==> config.mk <==
export PLATFORM = sky130hd
export DESIGN_NAME = load_store_unit
export DESIGN_NICKNAME = d
export VERILOG_FILES = /design/src/rtl/load_store_unit.sv
export SDC_FILE = /design/constraint.sdc
export NUM_CORES = 1
export LEC_CHECK = 0
export ABC_AREA = 1
export CAP_MARGIN = 20
export CORE_MARGIN = 2
export CORE_UTILIZATION = 35
export CTS_CLUSTER_SIZE = 12
export DETAILED_ROUTE_END_ITERATION = 10
export PLACE_DENSITY_LB_ADDON = 0.1
export SLEW_MARGIN = 20
export SYNTH_ARGS = -nofsm -noshare
export SYNTH_HDL_FRONTEND = slang
export SYNTH_SLANG_ARGS = --single-unit
==> constraint.sdc <==
create_clock -name clk -period 1.6 [get_ports clk]
set_input_delay 0.48 -clock clk [delete_from_list [all_inputs] [get_ports clk]]
set_output_delay 0.48 -clock clk [all_outputs]
set_load 0.005 [all_outputs]
==> src/rtl/load_store_unit.sv <==
// RV32I data-side load/store sequencer: word-aligned memory port, load byte
// extraction/extension, read-modify-write for sub-word stores, fault flagging.
module load_store_unit #(
  parameter int XLEN = 32
) (
  input  logic            clk,
  input  logic            rst,
  input  logic            req_valid,
  output logic            req_ready,
  input  logic            req_write,
  input  logic [2:0]      req_funct3,
  input  logic [XLEN-1:0] req_address,
  input  logic [XLEN-1:0] req_wdata,
  output logic            resp_valid,
  output logic [XLEN-1:0] resp_rdata,
  output logic            resp_misaligned,
  output logic            resp_illegal,
  output logic [XLEN-1:0] mem_address,
  output logic            mem_write_en,
  output logic [XLEN-1:0] mem_write_data,
  input  logic [XLEN-1:0] mem_read_data
);

  typedef enum logic [2:0] {IDLE, LOAD, MERGE, WRITE, RESP} state_t;

  state_t          state_q, state_d;
  logic [2:0]      funct3_q;
  logic [XLEN-1:0] addr_q;
  logic [15:0]     wdata_q;
  logic [XLEN-1:0] wbuf_q;
  logic [XLEN-1:0] rdata_q;
  logic            mis_q, ill_q;

  logic            accept;
  logic            req_ill, req_mis;
  logic [XLEN-1:0] aligned;
  logic [1:0]      lane;
  logic [XLEN-1:0] shifted;
  logic [XLEN-1:0] load_ext;
  logic [3:0]      bmask;
  logic [XLEN-1:0] wrep;
  logic [XLEN-1:0] merged;

  // Request handshake: a request transfers on a cycle where req_valid and
  // req_ready are both high; req_ready is high only while idle and out of reset.
  assign req_ready = (state_q == IDLE) && !rst;
  assign accept    = req_valid && req_ready;
  assign aligned   = {addr_q[XLEN-1:2], 2'b00};
  assign lane      = addr_q[1:0];

  // Illegal takes priority: misaligned is only raised for a legal funct3.
  always_comb begin
    req_ill = 1'b0;
    req_mis = 1'b0;
    if (req_write) req_ill = !(req_funct3 inside {3'b000, 3'b001, 3'b010});
    else           req_ill = req_funct3 inside {3'b011, 3'b110, 3'b111};
    if (!req_ill) begin
      case (req_funct3[1:0])
        2'b01:   req_mis = req_address[0];
        2'b10:   req_mis = |req_address[1:0];
        default: req_mis = 1'b0;
      endcase
    end
  end

  always_comb begin
    shifted  = mem_read_data >> {lane, 3'b000};
    load_ext = '0;
    case (funct3_q)
      3'b000:  load_ext = {{24{shifted[7]}}, shifted[7:0]};
      3'b001:  load_ext = {{16{shifted[15]}}, shifted[15:0]};
      3'b010:  load_ext = mem_read_data;
      3'b100:  load_ext = {24'h0, shifted[7:0]};
      3'b101:  load_ext = {16'h0, shifted[15:0]};
      default: load_ext = '0;
    endcase
  end

  // Store lanes are replicated across the word so a byte mask picks them in place.
  always_comb begin
    if (funct3_q[1:0] == 2'b00) begin
      bmask = 4'b0001 << lane;
      wrep  = {4{wdata_q[7:0]}};
    end else begin
      bmask = 4'b0011 << lane;
      wrep  = {2{wdata_q[15:0]}};
    end
    merged = mem_read_data;
    for (int k = 0; k < 4; k++) begin
      if (bmask[k]) merged[8*k +: 8] = wrep[8*k +: 8];
    end
  end

  always_ff @(posedge clk) begin
    if (rst) state_q <= IDLE;
    else     state_q <= state_d;
  end

  always_comb begin
    state_d = state_q;
    case (state_q)
      IDLE: begin
        if (accept) begin
          if (req_ill || req_mis)         state_d = RESP;
          else if (!req_write)            state_d = LOAD;
          else if (req_funct3 == 3'b010)  state_d = WRITE;
          else                            state_d = MERGE;
        end
      end
      LOAD:    state_d = RESP;
      MERGE:   state_d = WRITE;
      WRITE:   state_d = RESP;
      RESP:    state_d = IDLE;
      default: state_d = IDLE;
    endcase
  end

  always_ff @(posedge clk) begin
    if (rst) begin
      funct3_q <= '0;
      addr_q   <= '0;
      wdata_q  <= '0;
      wbuf_q   <= '0;
      rdata_q  <= '0;
      mis_q    <= 1'b0;
      ill_q    <= 1'b0;
    end else begin
      if (accept) begin
        funct3_q <= req_funct3;
        addr_q   <= req_address;
        wdata_q  <= req_wdata[15:0];
        wbuf_q   <= req_wdata;
        rdata_q  <= '0;
        mis_q    <= req_mis;
        ill_q    <= req_ill;
      end
      if (state_q == LOAD)  rdata_q <= load_ext;
      if (state_q == MERGE) wbuf_q  <= merged;
    end
  end

  always_comb begin
    resp_valid      = 1'b0;
    resp_rdata      = '0;
    resp_misaligned = 1'b0;
    resp_illegal    = 1'b0;
    mem_address     = '0;
    mem_write_en    = 1'b0;
    mem_write_data  = '0;
    if (!rst) begin
      case (state_q)
        LOAD, MERGE: mem_address = aligned;
        WRITE: begin
          mem_address    = aligned;
          mem_write_en   = 1'b1;
          mem_write_data = wbuf_q;
        end
        RESP: begin
          resp_valid      = 1'b1;
          resp_rdata      = rdata_q;
          resp_misaligned = mis_q;
          resp_illegal    = ill_q;
        end
        default: ;
      endcase
    end
  end

endmodule
==> impl_results.md, run 1 <==
* Status: complete, but fails checks
* Failing checks: negative setup slack
* Final ANT Viol Nets at 0
* Setup crit start kind: flip-flop
* Total GRT Usage at 0.222
* Die Ht at 143 um
* Die area at 0.0205 sq mm
* Initial Util at 0.359
* Clk_lat worst skew at 420 ps
* Initial DRC count at 459
* Slew Viols, Final at 0
* Worst EP required at 1120 ps
* Clock tree sinks at 120
* Commonest non-fill, non-tap cell in the layout: nand2_1
* Total congestion overflow at 0
* Synth Instances at 1048
* Ant. Diodes at 0
* Nets at 1440
* Htree depth at 4
* Core Area at 0.0189 sq mm
* Vias in the first global route at 7057
* WS Path Type: flip-flop to primary output
* Worst Hold Slack at 462 ps
* Hold crit path type: flip-flop to flip-flop
* Post-layout minimum cycle time at 2120 ps
* Setup WS pre-CTS at -514 ps
* Tot Pwr at 10.6 mW
* Die W at 143 um
* WP data arrival at 1640 ps
* Slew margin rel. at 0.626
* Initial antenna violation count at 0
* RSZ-0062 raised after global routing: yes
* Number of port buffers at 201
* Layout cell share with drive strength beyond 1 at 0.356
* Max Root-Sink Buffers at 2
* Worst reg2reg setup slack at 10 ps
* Row cnt at 50
* Area delta synth->final at 68.1%
* YS warnings at 0
* Reg clk slew, reported paths at 60 ps
* Filler cells at 1802
* Slew @ Worst Pin at 562 ps
* CTS buffer count at 17
* DRC viols at 0
* First-pass GRT wire length at 36.0 mm
* Post-Synthesis Cell Area at 0.00679 sq mm
* Final setup margin at -524 ps
* Final setup viols at 99
* Post-synth cell types at 35
* Leakage dissipation at 4.67 nW
* Seq cells post-synth at 120
* Total of max-cap violations at 0
* DP HPWL at 16.8 mm
* Most frequent cells in the layout: 233 x nand2_1, 115 x dfxtp_1, 114 x inv_1
* Avg Cell Area, Syn at 6.48 sq um
* Pin count of the biggest net entering global routing at 36
* Routed via count at 7666
* Seq/Total Area, Yosys at 0.354
* Peak VDD IR at 0.000765 V
* Period Utilization, post-route at 1.33
* Worst-path fanout max at 5
* Post-route setup TNS at -40510 ps
* CP Capture Type: primary output
* Pwr dens at 926 mW/mm^2
* CTS tree: built
* DRT Pass-1 Iters at 5
* WL per Instance at 15.2 um
* Via density at 4.77
* Final Hold Viols at 0
* FMAX at 0.471 GHz
* Routability cong. at 0.874
* Clock root buffer master: clkbuf_16
* Post-Route WL at 24.3 mm
* Io pins at 204
* Final Skew at 6.17 ps
-- critical path: stages, from the launching register on --
cell     delay, ps
dfxtp_2        340
inv_2           50
nand2_2         80
buf_6          100
buf_6          100
nand2_8         80
buf_16         160
buf_12         120
nor2_4          80
buf_2          110
-- layout make-up --
cell class,instances,area [sq um],share of cell area
timing repair buffer,332,3310,0.290
clock buffer,22,494,0.0433
sequential,120,2410,0.211
clock inverter,10,118,0.0103
multi-input combinational,730,4240,0.371
inverter,132,519,0.0455
tap,260,325,0.0285
-- cells by family (layout without fill, tap and decap cells) --
| logic type | count (synthesis) | after routing | synth area share |
|---|---|---|---|
| AND/OR/NAND/NOR | 474 | 475 | 0.298 |
| buffers and inverters | 200 | 496 | 0.134 |
| flip-flops | 120 | 120 | 0.354 |
| AO/OA/AOI/OAI | 249 | 249 | 0.206 |
| other | 1 | 2 | 0.000552 |
| adder cells (fa/ha/maj) | 4 | 4 | 0.00737 |
-- registers in the layout (all words and copies together) (netlist names) --
name      cells
wbuf_q       32
ill_q         1
addr_q       32
funct3_q      3
state_q       3
rdata_q      32
mis_q         1
wdata_q      16
-- synthesized netlist by cell type, drive strengths merged --
library cell / instances / area (sq um)
and2: 1 / 6.26
a21oi: 106 / 639
nand2: 279 / 1080
nor2: 134 / 551
dfxtp: 120 / 2400
nand4: 3 / 33.8
ha: 4 / 50.1
buf: 35 / 280
nand3: 55 / 335
inv: 132 / 503
o211ai: 16 / 125
o21ai: 127 / 636
nor3: 2 / 21.3
conb: 1 / 3.75
clkbuf: 33 / 128
-- path summary, 6_finish.rpt --
kind	from	to	cells past startpoint
min reg2reg	wdata_q[5]	wdata_q[5]	2
max reg2reg	state_q[2]	rdata_q[17]	10
max	state_q[1]	mem_address[28]	9
min	wdata_q[5]	wdata_q[5]	2
-- per-stage QoR --
step / cell area [sq um] / cells / utilization
2_1_floorplan: 6810 / 1049 / -
3_3_place_gp: 9710 / 1542 / 0.514
3_5_place_dp: 9710 / 1542 / 0.514
4_1_cts: 10400 / 1586 / 0.553
5_1_grt: 11400 / 1606 / 0.604
6_report: 11400 / 1606 / 0.604
-- timing repair --
item,in CTS,in global routing
cloned,3,7
pin swaps,5,52
resized for setup,325,306
setup buffers,9,16
hold buffers,0,0
endpoints found under the setup margin,101,170
-- power breakdown --
group          internal (mW)  switching [mW]  leakage (nW)
sequential              3.26           0.157         0.984
combinational           1.49            1.72          3.39
clock                   2.50            1.45         0.290
-- per-layer routing --
| layer | routed length (um) | vias to the layer above | GRT usage |
|---|---|---|---|
| li1 | - | 3889 | - |
| met1 | 11000 | 3529 | 0.303 |
| met2 | 11500 | 226 | 0.360 |
| met3 | 1460 | 22 | 0.0403 |
| met4 | 308 | 0 | 0.0630 |
| met5 | 0 | - | 0 |
(Power assumes the default switching activity.)
==> run 2, diff against run 1 <==
--- a/config.mk
+++ b/config.mk
@@ -6,12 +6,12 @@
 export NUM_CORES = 1
 export LEC_CHECK = 0
 export ABC_AREA = 1
-export CAP_MARGIN = 20
 export CORE_MARGIN = 2
 export CORE_UTILIZATION = 35
 export CTS_CLUSTER_SIZE = 12
 export DETAILED_ROUTE_END_ITERATION = 10
 export PLACE_DENSITY_LB_ADDON = 0.1
+export SKIP_LAST_GASP = 1
 export SLEW_MARGIN = 20
 export SYNTH_ARGS = -nofsm -noshare
 export SYNTH_HDL_FRONTEND = slang
==> run 2 against run 1 <==
  * The run still ends with negative setup slack left
  * Total power up 1.0%
  * Critical path type unchanged
  * Maximum frequency down 2.4%
  * Clock power about the same
  * Sequential cell count unchanged
  * Worst setup slack worse by 52 ps
==> impl_results.md, run 2 (synthesis gave the netlist of run 1 again) <==
* Layout cell share with drive strength beyond 1 at 0.383 (+0.0275)
* Total GRT Usage at 0.222 (about the same)
* Worst EP required at 1120 ps (about the same)
* Nets at 1453 (+0.90%)
* Filler cells at 1787 (-0.83%)
* Final Skew at 6.39 ps (+0.228 ps)
* Seq. cell area at 0.00241 sq mm (about the same)
* Vias in the first global route at 7059 (+0.028%)
* Peak VDD IR at 0.000755 V (-1.3%)
* Finished Cell Area at 0.0117 sq mm (+2.1%)
* Htree depth at 4 (unchanged)
* Initial Util at 0.359 (unchanged)
* Final Hold Viols at 0 (unchanged)
* Initial DRC count at 523 (+14%)
* Non-Filler Instances at 1619 (+0.81%)
* Clk_lat worst skew at 420 ps (about the same)
* FMAX at 0.460 GHz (-2.4%)
* Final ANT Viol Nets at 0 (unchanged)
* Pin count of the biggest net entering global routing at 36 (unchanged)
* Area delta synth->final at 71.7%
* Slew @ Worst Pin at 557 ps (-4.53 ps)
* Failing checks: negative setup slack
* Clock root buffer master: clkbuf_16
* CTS buffer count at 17 (unchanged)
* Worst Hold Slack at 464 ps (+2.38 ps)
* CP Capture Type: primary output
* Post-Route WL at 25.9 mm (+6.4%)
* CTS Hold Bufs at 0 (unchanged)
* Placed cell area at 0.00971 sq mm (unchanged)
* WS Path Type: flip-flop to primary output
* Setup crit start kind: flip-flop
* Period Utilization, post-route at 1.36 (+0.0323)
* WP data arrival at 1700 ps (+60 ps)
* Routed via count at 7801 (+1.8%)
* Clock tree sinks at 120 (unchanged)
* Final setup margin at -576 ps (-51.6 ps)
* Reg clk slew, reported paths at 60 ps (about the same)
* Die area at 0.0205 sq mm (unchanged)
* Ant. Diodes at 0 (unchanged)
* Slew Viols, Final at 0 (unchanged)
* Total congestion overflow at 0 (unchanged)
* Io pins at 204 (unchanged)
* Worst-path fanout max at 4 (-1)
* Multi-input gate area at 0.00449 sq mm (+5.9%)
* Die Ht at 143 um (unchanged)
* Dpl cells at 1542 (unchanged)
* Number of port buffers at 201 (unchanged)
* Post-layout minimum cycle time at 2180 ps (+51.6 ps)
* Max Root-Sink Buffers at 2 (unchanged)
* Post-Route Utilization at 0.617 (+0.0128)
* Hold crit path type: flip-flop to flip-flop
* DP HPWL at 16.8 mm (unchanged)
* CTS tree: built
* DRC viols at 0 (unchanged)
* Largest registers: addr_q x32, rdata_q x32, wbuf_q x32
* WL per Instance at 16.0 um (+5.5%)
* Pwr dens at 916 mW/mm^2 (-1.1%)
* Initial antenna violation count at 0 (unchanged)
* First-pass GRT wire length at 36.0 mm (unchanged)
* Row cnt at 50 (unchanged)
* Leakage dissipation at 4.90 nW (+4.9%)
* Status: complete, but fails checks
* RSZ-0062 raised after global routing: yes
* DRT Pass-1 Iters at 5 (unchanged)
* Die W at 143 um (unchanged)
* Via density at 4.82 (+0.94%)
* Setup WS pre-CTS at -514 ps (unchanged)
* Final setup viols at 119 (+20%)
* Slew margin rel. at 0.629 (+0.00302)
* Most frequent cells in the layout: 232 x nand2_1, 114 x dfxtp_1, 111 x inv_1
* Commonest non-fill, non-tap cell in the layout: nand2_1
* Post-route setup TNS at -47360 ps (-6850 ps)
* Core Area at 0.0189 sq mm (unchanged)
* Tot Pwr at 10.7 mW (+1.0%)
* Total of max-cap violations at 0 (unchanged)
* Routability cong. at 0.874 (unchanged)
==> run 2: cell count changes in the layout (fill, tap and decap cells not counted), moves of 4 or more <==
cell,delta
o21ai_2,-12
o21ai_0,+4
clkdlybuf4s15_1,-4
nor2_1,-32
buf_6,+4
clkdlybuf4s15_2,-37
buf_2,+35
o21ai_1,+7
nand2_4,+4
clkbuf_16,+6
clkbuf_2,+5
nor2_4,+35
==> run 2: final timing paths <==
path               from                  to  slack (ps)  cells after the start
max reg2reg  state_q[2]         rdata_q[17]         -60                      9
min reg2reg  wdata_q[8]          wdata_q[8]         460                      2
max          state_q[1]  mem_write_data[31]        -580                      8
min          wdata_q[8]          wdata_q[8]         460                      2
==> run 2: cell type report <==
type / count / area share
Sequential cell: 120 / 0.207
Tap cell: 260 / 0.0279
Inverter: 132 / 0.0452
Timing Repair Buffer: 345 / 0.283
Clock buffer: 22 / 0.0424
Clock inverter: 10 / 0.0101
Multi-Input combinational cell: 730 / 0.385
==> run 2: per-layer routing <==
metal,global-route usage,wire length (um),up-vias,share of wire
met5,0,0,-,0
met4,0.0630,355,0,0.014
met3,0.0403,1470,26,0.057
met2,0.360,12500,229,0.48
met1,0.303,11600,3633,0.45
li1,-,-,3913,-
==> run 2: power by group <==
group          internal (mW)  switching (mW)  total, mW  leakage [nW]
clock                   2.50            1.46       3.96         0.290
combinational           1.50            1.80       3.30          3.62
sequential              3.26           0.161       3.42         0.984
total                   7.26            3.42       10.7          4.90
==> run 2: timing repair <==
action                                  4_1_cts  5_1_grt
pin swaps                                     5       55
buffers inserted                              9       21
cloned                                        3       15
endpoints found under the setup margin      101      170
resized for setup                           197      512
==> run 2: critical path, stage by stage, from the launching register on <==
cell	delay (ps)
dfxtp_2	360
inv_4	60
nor3_4	180
nand2_4	100
buf_6	140
buf_6	110
clkbuf_16	150
nor2_4	70
buf_2	110
==> run 3, diff against run 2 <==
--- a/config.mk
+++ b/config.mk
@@ -16,3 +16,4 @@
 export SYNTH_ARGS = -nofsm -noshare
 export SYNTH_HDL_FRONTEND = slang
 export SYNTH_SLANG_ARGS = --single-unit
+export TNS_END_PERCENT = 100
==> results of run 3 <==
No change in the layout: final DEF, timing and power equal those of run 2.
